## src/rtl/rom_fetch_unit_if.sv

```systemverilog
// rom_fetch_unit_if: bus bundle between the fetch unit, the program ROM and
// the instruction decoder. All vectors are numbered with bit 0 as the MSB.
//   addr     : ROM address (fetch unit -> ROM)
//   enrom    : ROM enable, high on fetch cycles (fetch unit -> ROM)
//   data     : ROM read data, combinational from addr (ROM -> fetch unit)
//   ir       : head-of-queue instruction (fetch unit -> decoder)
//   ir_pc    : address ir was fetched from (fetch unit -> decoder)
//   ir_valid : ir holds a real instruction (fetch unit -> decoder)
//   ir_ready : decoder takes ir this cycle (decoder -> fetch unit)
// master = fetch unit side, slave = ROM/decoder side.
interface rom_fetch_unit_if #(
  parameter int AW = 8,
  parameter int DW = 13
);
  logic [0:AW-1] addr;
  logic          enrom;
  logic [0:DW-1] data;
  logic [0:DW-1] ir;
  logic [0:AW-1] ir_pc;
  logic          ir_valid;
  logic          ir_ready;

  modport master (
    output addr, enrom, ir, ir_pc, ir_valid,
    input  data, ir_ready
  );

  modport slave (
    input  addr, enrom, ir, ir_pc, ir_valid,
    output data, ir_ready
  );
endinterface

```

## src/rtl/rom_fetch_unit.sv

```systemverilog
// rom_fetch_unit: instruction fetch sequencer. Owns the program counter,
// reads the program ROM one word per fetch cycle into a small prefetch
// queue and presents the queue head to the decoder over valid/ready.
// Ports:
//   clk, rst_n : clock (rising edge), asynchronous active-low reset
//   start      : pulse, IDLE/HALTED -> RUN
//   halt       : pulse, stop fetching and go HALTED
//   jmp        : load pc from jmp_addr and flush the queue
//   jmp_addr   : jump target (bit 0 = MSB)
//   pc         : next fetch address
//   busy       : high while in RUN
//   wrapped    : sticky, pc has rolled over from the top address
//   bus        : ROM + decoder bundle (rom_fetch_unit_if.master)
//
// state   | meaning
// --------+---------------------------------------------------
// IDLE    | out of reset, waiting for start
// RUN     | fetching whenever the queue has room
// HALTED  | fetching stopped, queue drains, start resumes at pc
module rom_fetch_unit #(
  parameter int AW       = 8,
  parameter int DW       = 13,
  parameter int DEPTH    = 2,
  parameter int RESET_PC = 0,
  parameter int WRAP     = 1
) (
  input  logic          clk,
  input  logic          rst_n,
  input  logic          start,
  input  logic          halt,
  input  logic          jmp,
  input  logic [0:AW-1] jmp_addr,
  output logic [0:AW-1] pc,
  output logic          busy,
  output logic          wrapped,
  rom_fetch_unit_if.master bus
);

  localparam int PW = $clog2(DEPTH);
  localparam int CW = PW + 1;
  localparam logic [CW-1:0] DEPTH_C    = CW'(DEPTH);
  localparam logic [0:AW-1] RESET_PC_C = AW'(RESET_PC);
  localparam logic [0:AW-1] PC_MAX     = {AW{1'b1}};

  typedef enum logic [1:0] {S_IDLE, S_RUN, S_HALTED} state_t;

  state_t        state, state_nxt;
  logic [CW-1:0] count;
  logic [PW-1:0] rd_ptr, wr_ptr;
  logic [0:DW-1] q_data [DEPTH];
  logic [0:AW-1] q_pc   [DEPTH];
  logic          fetch, pop, last, ir_valid;

  assign last     = (pc == PC_MAX);
  assign ir_valid = (count != '0);
  // A jump discards the queue, so a handshake in the jump cycle is dropped.
  assign pop      = ir_valid && bus.ir_ready && !jmp;

  always_comb begin
    state_nxt = state;
    fetch     = (state == S_RUN) && (count < DEPTH_C) && !jmp && !halt;
    case (state)
      S_IDLE:   if (start) state_nxt = S_RUN;
      S_RUN:    if (halt || (WRAP == 0 && fetch && last)) state_nxt = S_HALTED;
      S_HALTED: if (start) state_nxt = S_RUN;
      default:  state_nxt = S_IDLE;
    endcase
  end

  always_ff @(posedge clk or negedge rst_n) begin
    if (!rst_n) state <= S_IDLE;
    else        state <= state_nxt;
  end

  always_ff @(posedge clk or negedge rst_n) begin
    if (!rst_n) begin
      pc      <= RESET_PC_C;
      count   <= '0;
      rd_ptr  <= '0;
      wr_ptr  <= '0;
      wrapped <= 1'b0;
    end else if (jmp) begin
      pc     <= jmp_addr;
      count  <= '0;
      rd_ptr <= '0;
      wr_ptr <= '0;
    end else begin
      if (fetch) begin
        pc     <= pc + AW'(1);
        wr_ptr <= wr_ptr + PW'(1);
        if (last) wrapped <= 1'b1;
      end
      if (pop) rd_ptr <= rd_ptr + PW'(1);
      case ({fetch, pop})
        2'b10:   count <= count + CW'(1);
        2'b01:   count <= count - CW'(1);
        default: count <= count;
      endcase
    end
  end

  // Queue storage needs no reset: every read is gated by ir_valid.
  always_ff @(posedge clk) begin
    if (fetch) begin
      q_data[wr_ptr] <= bus.data;
      q_pc[wr_ptr]   <= pc;
    end
  end

  assign bus.addr     = pc;
  assign bus.enrom    = fetch;
  assign bus.ir_valid = ir_valid;
  assign bus.ir       = ir_valid ? q_data[rd_ptr] : '0;
  assign bus.ir_pc    = ir_valid ? q_pc[rd_ptr]   : '0;
  assign busy         = (state == S_RUN);

endmodule
```

## src/flat_wrapper.sv

```systemverilog
// flat-port wrapper written by rule: the top's interface ports become plain ports
module rom_fetch_unit_flat 
#(
  parameter int AW       = 8,
  parameter int DW       = 13,
  parameter int DEPTH    = 2,
  parameter int RESET_PC = 0,
  parameter int WRAP     = 1
)
  (clk, rst_n, start, halt, jmp, jmp_addr, pc, busy, wrapped, bus_addr, bus_enrom, bus_ir, bus_ir_pc, bus_ir_valid, bus_data, bus_ir_ready);
  rom_fetch_unit_if #(.AW(AW), .DW(DW)) bus_i ();
  input  logic clk;
  input  logic rst_n;
  input  logic start;
  input  logic halt;
  input  logic jmp;
  input  logic [0:AW-1] jmp_addr;
  output logic [0:AW-1] pc;
  output logic busy;
  output logic wrapped;
  output wire logic [$bits(bus_i.addr)-1:0] bus_addr;
  output wire logic [$bits(bus_i.enrom)-1:0] bus_enrom;
  output wire logic [$bits(bus_i.ir)-1:0] bus_ir;
  output wire logic [$bits(bus_i.ir_pc)-1:0] bus_ir_pc;
  output wire logic [$bits(bus_i.ir_valid)-1:0] bus_ir_valid;
  input wire logic [$bits(bus_i.data)-1:0] bus_data;
  input wire logic [$bits(bus_i.ir_ready)-1:0] bus_ir_ready;
  assign bus_addr = bus_i.addr;
  assign bus_enrom = bus_i.enrom;
  assign bus_ir = bus_i.ir;
  assign bus_ir_pc = bus_i.ir_pc;
  assign bus_ir_valid = bus_i.ir_valid;
  assign bus_i.data = bus_data;
  assign bus_i.ir_ready = bus_ir_ready;
  rom_fetch_unit #(.AW(AW), .DW(DW), .DEPTH(DEPTH), .RESET_PC(RESET_PC), .WRAP(WRAP)) u_core (.clk(clk), .rst_n(rst_n), .start(start), .halt(halt), .jmp(jmp), .jmp_addr(jmp_addr), .pc(pc), .busy(busy), .wrapped(wrapped), .bus(bus_i));
endmodule
```

## config.mk

```make
export PLATFORM = sky130hd
export DESIGN_NAME = rom_fetch_unit_flat
export DESIGN_NICKNAME = d
export VERILOG_FILES = /design/src/rtl/rom_fetch_unit_if.sv /design/src/rtl/rom_fetch_unit.sv /design/src/flat_wrapper.sv
export SDC_FILE = /design/constraint.sdc
export NUM_CORES = 1
export LEC_CHECK = 0
export BUFFER_PORTS_ARGS = -buffer_cell sky130_fd_sc_hd__buf_2
export CAP_MARGIN = 20
export CORE_ASPECT_RATIO = 0.7
export CORE_MARGIN = 8
export CORE_UTILIZATION = 40
export CTS_CLUSTER_SIZE = 28
export DETAILED_ROUTE_END_ITERATION = 8
export PLACE_DENSITY_LB_ADDON = 0.12
export SKIP_CTS_REPAIR_TIMING = 1
export SYNTH_ARGS = -nofsm -noshare
export SYNTH_HDL_FRONTEND = slang
export SYNTH_SLANG_ARGS = --single-unit
```

## constraint.sdc

```tcl
create_clock -name clk -period 6.28 [get_ports clk]
set_input_delay 1.884 -clock clk [delete_from_list [all_inputs] [get_ports clk]]
set_output_delay 1.884 -clock clk [all_outputs]
set_load 0.02 [all_outputs]
```

Word-level counts from Yosys, hierarchy flattened:

Memories as Yosys holds them, arrays and structs flattened.
Index checks and enable logic that the tools add are counted.
W data, S select, Z words.

* add/subtract/negate cells: 5
* $mul: 0
* div/mod/pow operators: 0
* magnitude comparators: 1
* equal/unequal tests: 7
* shift operators: 0
* mux-type cells: 15
* bitwise logic cells: 1
* reduce and logical (&&, ||, !) cells: 15

Operators by type and width (number)
* $mux W8: 3
* $mux W13: 1
* $add A8 B1 Y8 const B: 1
* $eq A8 B8 Y1 const B: 1
* $pmux W2 S2: 2
* $mux W1: 6
* $mux W2: 3
* $reduce_bool A2 Y1: 3
* $logic_and A1 B1 Y1: 5
* $eq A2 B1 Y1 const B: 2
* $eq A2 B2 Y1 const B: 2
* $reduce_and A3 Y1: 1
* $reduce_bool A3 Y1: 1
* $add A1 B1 Y1 const B: 2
* $add A2 B1 Y2 const B: 1
* $logic_not A1 Y1: 2
* $logic_not A2 Y1: 1
* $lt A2 B2 Y1 const B: 1
* $ne A2 B1 Y1 const B: 1
* $ne A2 B2 Y1 const B: 1
* $reduce_and A2 Y1: 1
* $reduce_or A2 Y1: 1
* $sub A2 B1 Y2 const B: 1
* $not A1 Y1: 1

* bits in registers: 15
* bits in latches: 0
* memory bits (writable): 42
* ROM bits: 0
* input bits: 27
* output and inout port bits: 41
* word-level logic and storage cells: 52
* memories: 2

Memories
* u_core.q_data: words 2, width 13, read ports 1, clocked after memory_dff 0, wr ports 1, RTL line rom_fetch_unit.sv:50 `logic [0:DW-1] q_data [DEPTH];`
* u_core.q_pc: words 2, width 8, read ports 1, clocked after memory_dff 0, wr ports 1, RTL line rom_fetch_unit.sv:51 `logic [0:AW-1] q_pc [DEPTH];`

Logic depth before layout (Yosys ltp):

* word-level depth: 7
* depth in mapped cells: 4
* depth with buffers taken out: 4

Worst setup path before layout:

OpenSTA, ideal clock, no wires.

* path type: input-to-output
* start point: input port halt
* end point: output port bus_enrom
* arrival: 2.811 ns
* required time: 4.396 ns
* slack: 1.585 ns
* cell stages on the path: 3
* buffers on the path: 1
* path through: or4b_4 buf_6 nor2_1

* word-level cells in the longest chain between the ends: 2

RTL lines
* start: declaration: RTL line flat_wrapper.sv:15 `input logic halt;`
* $logic_not A1 Y1: RTL line rom_fetch_unit.sv:61 `fetch = (state == S_RUN) && (count < DEPTH_C) && !jmp && !halt;`
* $logic_and A1 B1 Y1: RTL line rom_fetch_unit.sv:61
* end: declaration: RTL line flat_wrapper.sv:22 `output wire logic [$bits(bus_i.enrom)-1:0] bus_enrom;`

Every way passes these cells.

Worst setup path after layout:

Ends and elaborated chain as after synthesis.

==> metrics <==
Area Growth Syn to Fin=23.0%; Worst-path clk slew=60 ps; Max Slew Vio Count=0; std cell rows=23; part of the power in combinational logic=0.135; Clock Skew=8.22 ps; gpl congestion=0.800; drt pass-1 iters=4; switch share=0.252; via count=1589; outcome=finished, final reports clean; hold_ws=494 ps; maximum clock path buffer count=2; Iter 0 DRT Violations=73; WP data arrival=2880 ps; r2r setup slk=3880 ps; Total GRT Usage=0.117; Root Buffer=clkbuf_8; grt ovf=0; min-delay worst type=register to register; sequential area share after synthesis=0.671; Via density=4.92; most frequent cells in the layout=67 x buf_2, 42 x edfxtp_1, 29 x nor2_1; P_int=694 uW; die area=8890 sq um; die height=81.3 um; Worst Path Required=4400 ps; Max Cap Viol=0; diode count=0; Mapped Area=2440 sq um; crit path capture type=output pin; Final setup viols=0; die width=109 um; R2R Path End=u_core.q_pc[1][5]$_DFFE_PP_; top-area cell type share of the netlist area=0.517; Hold Crit Start=u_core.wrapped$_DFFE_PN0P_; clock power share=0.380; area leader, netlist=edfxtp_1; final WL=5.01 mm; IO buf count=67; crit path max fanout=14; slew margin rel.=0.363; vias in the first global route=1566; Final nets=272; DRC=0; layout cell share with drive strength beyond 1=0.367; Yosys reg bits=57; Pwr Density=309 nW/um^2; Worst Setup Path Type=input port to output pin; Final Instance Area=3000 sq um; Hold Path Depth=1; dpl hpwl=3.54 mm; total power draw=928 uW; Final Critical Period=4770 ps; Placed Instance Area=2790 sq um; global-route wire length before repair=7.76 mm; initial antenna violation count=0; CTS tree=yes; maximum level of the CTS H-tree=3; Setup crit start kind=input port; pin count of the biggest net entering global routing=23; Detail Route Antenna Nets=0; Tightest Pin Transition=956 ps; Clk Latency, worst-skew pair=330 ps; Final Hold Vio Count=0; Post-Syn Nets=208; Ys Warns=0; Hold Path End=u_core.wrapped$_DFFE_PN0P_; clock buffer count from CTS=9; Fin Setup TNS=0 ps; Gate Count Post-Synth=180; RSZ-0062 raised after global routing=false; final core area utilization=0.516; Synth cell types=36; Initial Util=0.419; P_leak=0.00123 uW; largest cells by area after synthesis=edfxtp_1 52%, dfrtp_1 15%, mux2i_1 9.0%, nor2_1 4.6%, buf_4 2.5%; worst r2r src=u_core.count[1]$_DFFE_PN0P_; total core area=5810 sq um; depth of the worst register-to-register path=2; fmax=0.210 GHz; commonest non-fill, non-tap cell in the layout=buf_2; sequential share of power=0.484; Psw=233 uW; Routed wire per std cell=15.5 um; Final period util=0.759; io pins=68; maximum VDD drop=0.142 mV; CTS Sinks=57; Syn Area/Cell=13.5 sq um
==> worst max-delay path by stage <==
stage	from	to	slack, ps
finish	halt	bus_enrom	1510
global placement	halt	bus_enrom	1530
CTS	halt	bus_enrom	1510
detailed placement	halt	bus_enrom	1510
floorplan	halt	bus_enrom	1580
global route	halt	bus_enrom	1460
==> cells by family after synthesis <==
logic type	count (synthesis)	synth area share
simple gates	59	0.123
compound gates	18	0.0493
xor+xnor	3	0.0108
flops	57	0.671
buf+inv	19	0.0452
fa+ha+maj	1	0.00513
mux	23	0.0950
==> power by group through the flow <==
stage	logic (uW)	clock network, uW	registers, uW
3_3_place_gp	128	0	457
4_1_cts	129	363	450
5_1_grt	138	380	452
3_5_place_dp	129	0	457
6_report	126	353	449
2_1_floorplan	85.1	0	457
==> synth_stat cells <==
master and n:
edfxtp_1 42, nor2_1 30, mux2i_1 22, dfrtp_1 15, buf_4 8, clkbuf_1 6, nand2_1 6, nand3_1 5
o21ai_0 5, or4_1 5, a31oi_1 3, o31ai_1 3, a21oi_1 2, and3_1 2, inv_1 2, nor3_1 2
o211ai_1 2, xnor2_1 2, a211o_1 1, a22o_2 1, a41o_1 1, and2b_2 1, and3b_1 1, buf_2 1
buf_6 1, clkinv_1 1, ha_1 1, mux2_2 1, nand2b_1 1, nand4_1 1, nor2b_1 1, nor4b_1 1
nor4b_2 1, or3_1 1, or4b_4 1, xor2_1 1
==> flip-flops by register name, indices dropped and copies added, names as in the netlist <==
name             count
u_core.count         2
u_core.bus.addr      8
u_core.rd_ptr        1
u_core.wrapped       1
u_core.q_data       26
u_core.wr_ptr        1
u_core.q_pc         16
u_core.state         2
==> metal layers <==
layer  global-route usage  vias up  wire [um]
li1                     -      779          -
met1                0.131      759       2190
met2                0.191       45       2410
met3               0.0609        6        361
met4               0.0349        0         38
met5                    0        -          0
==> per-stage QoR <==
step / setup WS, ps / std cells
6_report: 1510 / 323
4_1_cts: 1510 / 323
2_1_floorplan: 1580 / 180
5_1_grt: 1460 / 323
3_5_place_dp: 1510 / 308
3_3_place_gp: 1530 / 308
==> critical path: stages <==
cell and delay, ps:
buf_2 130, or4b_4 580, nor2_1 120, buf_2 170
==> final cells by class <==
class	count	area, sq um
fillers	509	2820
flip-flops and latches	57	1640
clock inverters	6	83.8
clock buffers	9	124
multi-input cells	104	698
well taps	75	93.8
repair buffers	69	350
inverters	3	11.3
Note: power is estimated with default switching activity, not from simulation.
